--- src/rtl/apb_slave_regfile.sv ---
// APB4 slave register file: DEPTH words of WDATA bits, byte strobes, fixed wait states,
// PSLVERR on misaligned or out-of-range accesses.
module apb_slave_regfile #(
  parameter int unsigned WDATA       = 32,
  parameter int unsigned WADDR       = 8,
  parameter int unsigned DEPTH       = 16,
  parameter int unsigned WAIT_CYCLES = 0
) (
  input  logic               i_PCLK,
  input  logic               i_PRESETn,
  input  logic               i_PSELx,
  input  logic               i_PENABLE,
  input  logic               i_PWRITE,
  input  logic [WADDR-1:0]   i_PADDR,
  input  logic [WDATA-1:0]   i_PWDATA,
  input  logic [WDATA/8-1:0] i_PSTRB,
  output logic               o_PREADY,
  output logic               o_PSLVERR,
  output logic [WDATA-1:0]   o_PRDATA
);

  localparam int unsigned NumBytes = WDATA / 8;
  localparam int unsigned LsbBits  = $clog2(NumBytes);
  localparam int unsigned IdxW     = (DEPTH > 1) ? $clog2(DEPTH) : 1;
  localparam logic [WADDR-1:0] LsbMask   = WADDR'(NumBytes - 1);
  localparam logic [3:0]       WaitLimit = 4'(WAIT_CYCLES);

  typedef enum logic {StIdle, StAccess} state_e;

  state_e            state_q;
  logic [3:0]        cnt_q;
  logic              write_q;
  logic              err_q;
  logic [IdxW-1:0]   idx_q;
  logic [WDATA-1:0]  mem_q [DEPTH];

  logic [WADDR-1:0]  word_addr;
  logic              addr_err;
  logic              ready;

  // Out-of-range indices are flagged here, so only the low IdxW bits need latching.
  always_comb begin
    word_addr = i_PADDR >> LsbBits;
    addr_err  = (|(i_PADDR & LsbMask)) || (32'(word_addr) >= DEPTH);
  end

  assign ready = (state_q == StAccess) && (cnt_q == WaitLimit);

  always_ff @(posedge i_PCLK or negedge i_PRESETn) begin
    if (!i_PRESETn) begin
      state_q <= StIdle;
      cnt_q   <= '0;
      write_q <= 1'b0;
      err_q   <= 1'b0;
      idx_q   <= '0;
      for (int i = 0; i < int'(DEPTH); i++) begin
        mem_q[i] <= '0;
      end
    end else begin
      unique case (state_q)
        StIdle: begin
          if (i_PSELx && !i_PENABLE) begin
            state_q <= StAccess;
            write_q <= i_PWRITE;
            err_q   <= addr_err;
            idx_q   <= word_addr[IdxW-1:0];
            cnt_q   <= '0;
          end
        end
        StAccess: begin
          if (!i_PSELx) begin
            // Master dropped select mid-transfer: abandon silently.
            state_q <= StIdle;
          end else begin
            if (cnt_q < WaitLimit) begin
              cnt_q <= cnt_q + 4'd1;
            end
            if (ready && i_PENABLE) begin
              state_q <= StIdle;
              if (write_q && !err_q) begin
                for (int b = 0; b < int'(NumBytes); b++) begin
                  if (i_PSTRB[b]) begin
                    mem_q[idx_q][8*b +: 8] <= i_PWDATA[8*b +: 8];
                  end
                end
              end
            end
          end
        end
        default: state_q <= StIdle;
      endcase
    end
  end

  always_comb begin
    o_PREADY  = ready;
    o_PSLVERR = ready && err_q;
    o_PRDATA  = '0;
    if (ready && !write_q && !err_q) begin
      o_PRDATA = mem_q[idx_q];
    end
  end

endmodule

--- config.mk ---
export PLATFORM = sky130hd
export DESIGN_NAME = apb_slave_regfile
export DESIGN_NICKNAME = d
export VERILOG_FILES = /design/src/rtl/apb_slave_regfile.sv
export SDC_FILE = /design/constraint.sdc
export NUM_CORES = 1
export LEC_CHECK = 0
export CORE_MARGIN = 2
export CORE_UTILIZATION = 62
export DETAILED_ROUTE_END_ITERATION = 10
export PLACE_DENSITY = 0.79
export SYNTH_ARGS = -nofsm -noshare
export SYNTH_HDL_FRONTEND = slang
export SYNTH_SLANG_ARGS = --single-unit
--- constraint.sdc ---
create_clock -name i_PCLK -period 3.06 [get_ports i_PCLK]
set_input_delay 0.612 -clock i_PCLK [delete_from_list [all_inputs] [get_ports i_PCLK]]
set_output_delay 0.612 -clock i_PCLK [all_outputs]
set_load 0.1 [all_outputs]
# Yosys cells after proc, flatten, opt, wreduce, memory -nomap -nowiden
# Cells that the tools add are included.
# word_totals
inputBits,49
reg_bits,523
word_cells,88
out_inout_bits,34
# op_classes
order_cmp,4
mux,40
n_reduce_logical,17
eq_ne,3
addsub,1
bitwise,2
# op_table
operator,n
$mux 512,16
$bwmux 512,4
$demux 32 s4,4
$bmux 32 s4,1
$mux 32,4
$mux 24,1
$mux 16,1
$mux 4,3
$logic_and 1x1->1,8
$mux 8,1
$pmux 4 s2,1
$ge 6x5->1 const B,1
$ge 5x5->1 const B,1
$lt 5x1->1 const B,1
$not 4->5,1
$add 4x1->4 const B,1
$logic_not 4->1,1
$lt 4x1->1 const B,1
$ne 2x2->1 const B,2
$reduce_and 4->1,1
$logic_not 1->1,3
$mux 1,3
$reduce_and 3->1,1
$ne 2x1->1 const B,1
other kinds (5),5

# Longest topological paths before layout
# depth
depth_word,25
ltp_mapped,8
depth_no_buf,3

# Worst setup path after synthesis
# No wires, ideal clock.
# synth_timing
kind,register to output
start,register state_q
end,output o_PRDATA[23]
path_slack_ps,-319
t_required_ps,2448
path_buffers,2
stages_incl_launch_ff,6
arrival_ps,2767
cell_sequence,dfrtp_1 > nor4b_1 > clkbuf_1 > buf_1 > nand3b_1 > nand4_1
# synth_via
elab_chain_len,4
# synth_rtl
item,line,rtl
start: declaration,30,state_e state_q;
start signal: assignment,51,state_q <= StIdle;
start signal: assignment,63,state_q <= StAccess;
start signal: assignment,73,state_q <= StIdle;
$logic_and 1x1->1,47,assign ready = (state_q == StAccess) && (cnt_q == WaitLimit);
$logic_and 1x1->1 (2 in series),99,if (ready && !write_q && !err_q) begin
$mux 32,99,
end: declaration,19,output logic [WDATA-1:0] o_PRDATA
# Every way passes these cells.

# Worst setup path after layout
# layout_timing
start,register idx_q[1]
end,output o_PRDATA[8]
# layout_via
elab_chain_len,5
# layout_rtl
item,line,rtl
start: declaration,34,logic [IdxW-1:0] idx_q;
start signal: assignment,66,idx_q <= word_addr[IdxW-1:0];
$not 4->5 (implied by the code),100,o_PRDATA = mem_q[idx_q];
$bmux 32 s4,100,
$mux 32 (implied by the code) (2 in series),100,
$mux 32,99,
# Every way passes these cells. The select of a mux whose other input is x is not followed.

==> results.sh <==
export IMPL_ir_worst_vdd_mv=0.555
export IMPL_synth_seq_cells=519
export IMPL_h_tree_depth=2
export IMPL_worstSetupPathType="reg2out"
export IMPL_hold_start="mem_q[50]"
export IMPL_gp_congestion=0.781
export IMPL_skew_ns=0.0173
export IMPL_design_area_mm2=0.0291
export IMPL_synth_cell_types=31
export IMPL_port_buffers=82
export IMPL_post_route_min_period_ns=3.18
export IMPL_clkLatencyLatePin_ns=0.60
export IMPL_gr_total_overflow=0
export IMPL_max_stage_delay_ns=0.54
export IMPL_violations="negative setup slack"
export IMPL_synth_nets=1589
export IMPL_crit_family="buffers and inverters"
export IMPL_fmax_mhz=314
export IMPL_max_cap_violations=0
export IMPL_final_cell_mix="mux2_2 (517), dfrtp_1 (515), mux4_2 (128)"
export IMPL_grt_pass1_wl_um=91700
export IMPL_layout_setup_ws_ns=-0.124
export IMPL_fill_cells=2233
export IMPL_fin_nets=1737
export IMPL_grtUsageTotal_pct=29.6
export IMPL_avgViaCountPerCell=6.57
export IMPL_final_common_cell="mux2_2"
export IMPL_seq_area_mm2=0.0130
export IMPL_dr_pass1_iters=5
export IMPL_worstSetupStartpointType="register"
export IMPL_timing_rr_end="mem_q[473]"
export IMPL_async_flop_share_pct=100
export IMPL_setup_tns_ns=-1.52
export IMPL_cp_end_kind="output pin"
export IMPL_leakagePower_nw=14.3
export IMPL_dp_cells=2111
export IMPL_synth_top_cell_by_area="dfrtp_1"
export IMPL_die_height_um=202
export IMPL_slew_headroom_pct=55.4
export IMPL_synth_top_cell_area_share_pct=53.6
export IMPL_yosysSeqAreaShare_pct=53.6
export IMPL_synthToLayoutAreaGrowth_pct=19.9
export IMPL_crit_path_max_fanout=9
export IMPL_rrSetupSlack_ns=0.21
export IMPL_worst_pin_slew_ns=0.667
export IMPL_drt_iter0_markers=1119
export IMPL_r2r_start="idx_q[0]"
export IMPL_worstPathCellList="buf_12 -> buf_16 -> mux4_2 -> nand3b_1 -> nand4_1 -> buf_12"
export IMPL_period_share_pct=104
export IMPL_numCtsBuffers=53
export IMPL_worst_r2r_cell_count=7
export IMPL_worstPathArrival_ns=2.57
export IMPL_path_buf_inv=3
export IMPL_ios=83
export IMPL_clockRootBuffer="clkbuf_16"
export IMPL_placedInstanceArea_mm2=0.0264
export IMPL_synth_edf_count=0
export IMPL_synth_cells=1540
export IMPL_cp_required_ns=2.45
export IMPL_antenna_left=0
export IMPL_rows=72
export IMPL_finalHoldViolations=0
export IMPL_netlist_top_cells_area="dfrtp_1 (54%), mux2_2 (24%), mux4_2 (12%)"
export IMPL_worstHoldPathCells=1
export IMPL_layout_cells_non_filler=2243
export IMPL_finalMaxSlewViolations=0
export IMPL_slowest_stage="dfrtp_4"
export IMPL_ys_warn_count=0
export IMPL_worst_path_most_repeated_cell="buf_12"
export IMPL_path_clk_slew_ns=0.06
export IMPL_drive_above_1_share_pct=55.7
export IMPL_syn_avg_cell_area_um2=15.7
export IMPL_start_util_pct=62.7
export IMPL_drt_wirelength_per_cell_um=26.9
export IMPL_cts_tree="done"
export IMPL_grt_pass1_vias=15500
export IMPL_ys_flop_type="dfrtp_1"
export IMPL_min_to="mem_q[50]"
export IMPL_die_x_um=202
export IMPL_die_area_mm2=0.0407
export IMPL_dp_hpwl_um=34400
export IMPL_grt_max_degree=121
export IMPL_synthesis_area_mm2=0.0242
export IMPL_drt_wl_total_um=60400
export IMPL_hold_path_class="reg2reg"
export IMPL_antenna_cells=0
export IMPL_multi_input_area_mm2=0.0108
export IMPL_setup_violations=30
export IMPL_route_detailed_drc=0
export IMPL_coreArea_mm2=0.0386
export IMPL_rsz0062_at_grt="yes"
export IMPL_p_per_area_mw_per_mm2=536
export IMPL_via_count=14700
export IMPL_ctsLongestPathBuffers=3
export IMPL_status="finished, violations left"
export IMPL_antenna_found_initial=0
export IMPL_cts_sinks=519
==> worst max path at each step <==
stage                    from  cells after the start           end  slack (ns)
floorplan            idx_q[0]                      7   o_PRDATA[1]       -0.02
global placement    i_PENABLE                      5    mem_q[477]        0.20
detailed placement  i_PENABLE                      5    mem_q[473]        0.17
CTS                  idx_q[2]                      5  o_PRDATA[25]       -0.12
global route         idx_q[1]                      5  o_PRDATA[25]       -0.15
finish               idx_q[1]                      6   o_PRDATA[8]       -0.12
==> cell type report <==
cell class	instances	share of cell area [%]
sequential	519	44.7
clock buffer	75	5.19
tap	518	2.23
clock inverter	17	0.909
multi-input combinational	898	37.0
timing repair buffer	216	9.88
==> registers in the layout, indices dropped and copies added, names as in the netlist <==
name     flops
err_q        1
idx_q        4
mem_q      512
state_q      1
write_q      1
==> per-stage QoR <==
step                hold WS (ns)  total power (W)  worst slack (ns)  util [%]
finish                     0.498           0.0156            -0.124      75.2
global route               0.507           0.0161            -0.155      75.2
CTS                        0.500           0.0154            -0.118      74.2
detailed placement         0.487          0.00854             0.167      68.3
global placement           0.481          0.00853             0.204      68.3
floorplan                  0.316          0.00798           -0.0183         -
==> cell usage after synthesis (2+ instances only) <==
cell type and instances:
dfrtp_1 519, mux2_2 517, mux4_2 128, nand3_1 96, clkbuf_1 75, nand4_1 57
nand3b_1 32, nand4_2 23, buf_2 22, buf_4 18, nor3b_4 13, and4b_1 5
and4bb_1 5, buf_1 5, nor3b_2 3, and2_1 2, and4_1 2, clkbuf_2 2
nor2b_1 2, nor4b_2 2, nor4b_4 2
==> kinds of logic after synthesis <==
logic type	Yosys count	share of synthesized area (%)
simple gates	252	8.13
flops	519	53.6
buf+inv	123	2.35
compound gates	1	0.0206
mux	645	35.9
==> per-layer routing <==
metal | GRT usage (%) | routed length (um) | up-vias
met4 | 11.8 | 2100 | 2
met3 | 5.38 | 3590 | 130
li1 | - | - | 6199
met5 | 0.833 | 45 | -
met2 | 47.3 | 29800 | 485
met1 | 40.9 | 24900 | 7918
==> where the power goes <==
group          total, W  switching [W]  internal [W]
Sequential      0.00700      0.0000774       0.00692
Clock           0.00663        0.00264       0.00400
Combinational   0.00193        0.00103      0.000904
==> timing repair <==
item	in CTS	in global routing
setup endpoints to repair	32	32
cloned	9	8
endpoints found under the hold margin	40	0
pin swaps	10	8
hold buffers	1	0
setup buffers	9	14
resized for setup	24	13
No activity file was read; power rests on OpenSTA's default activity.
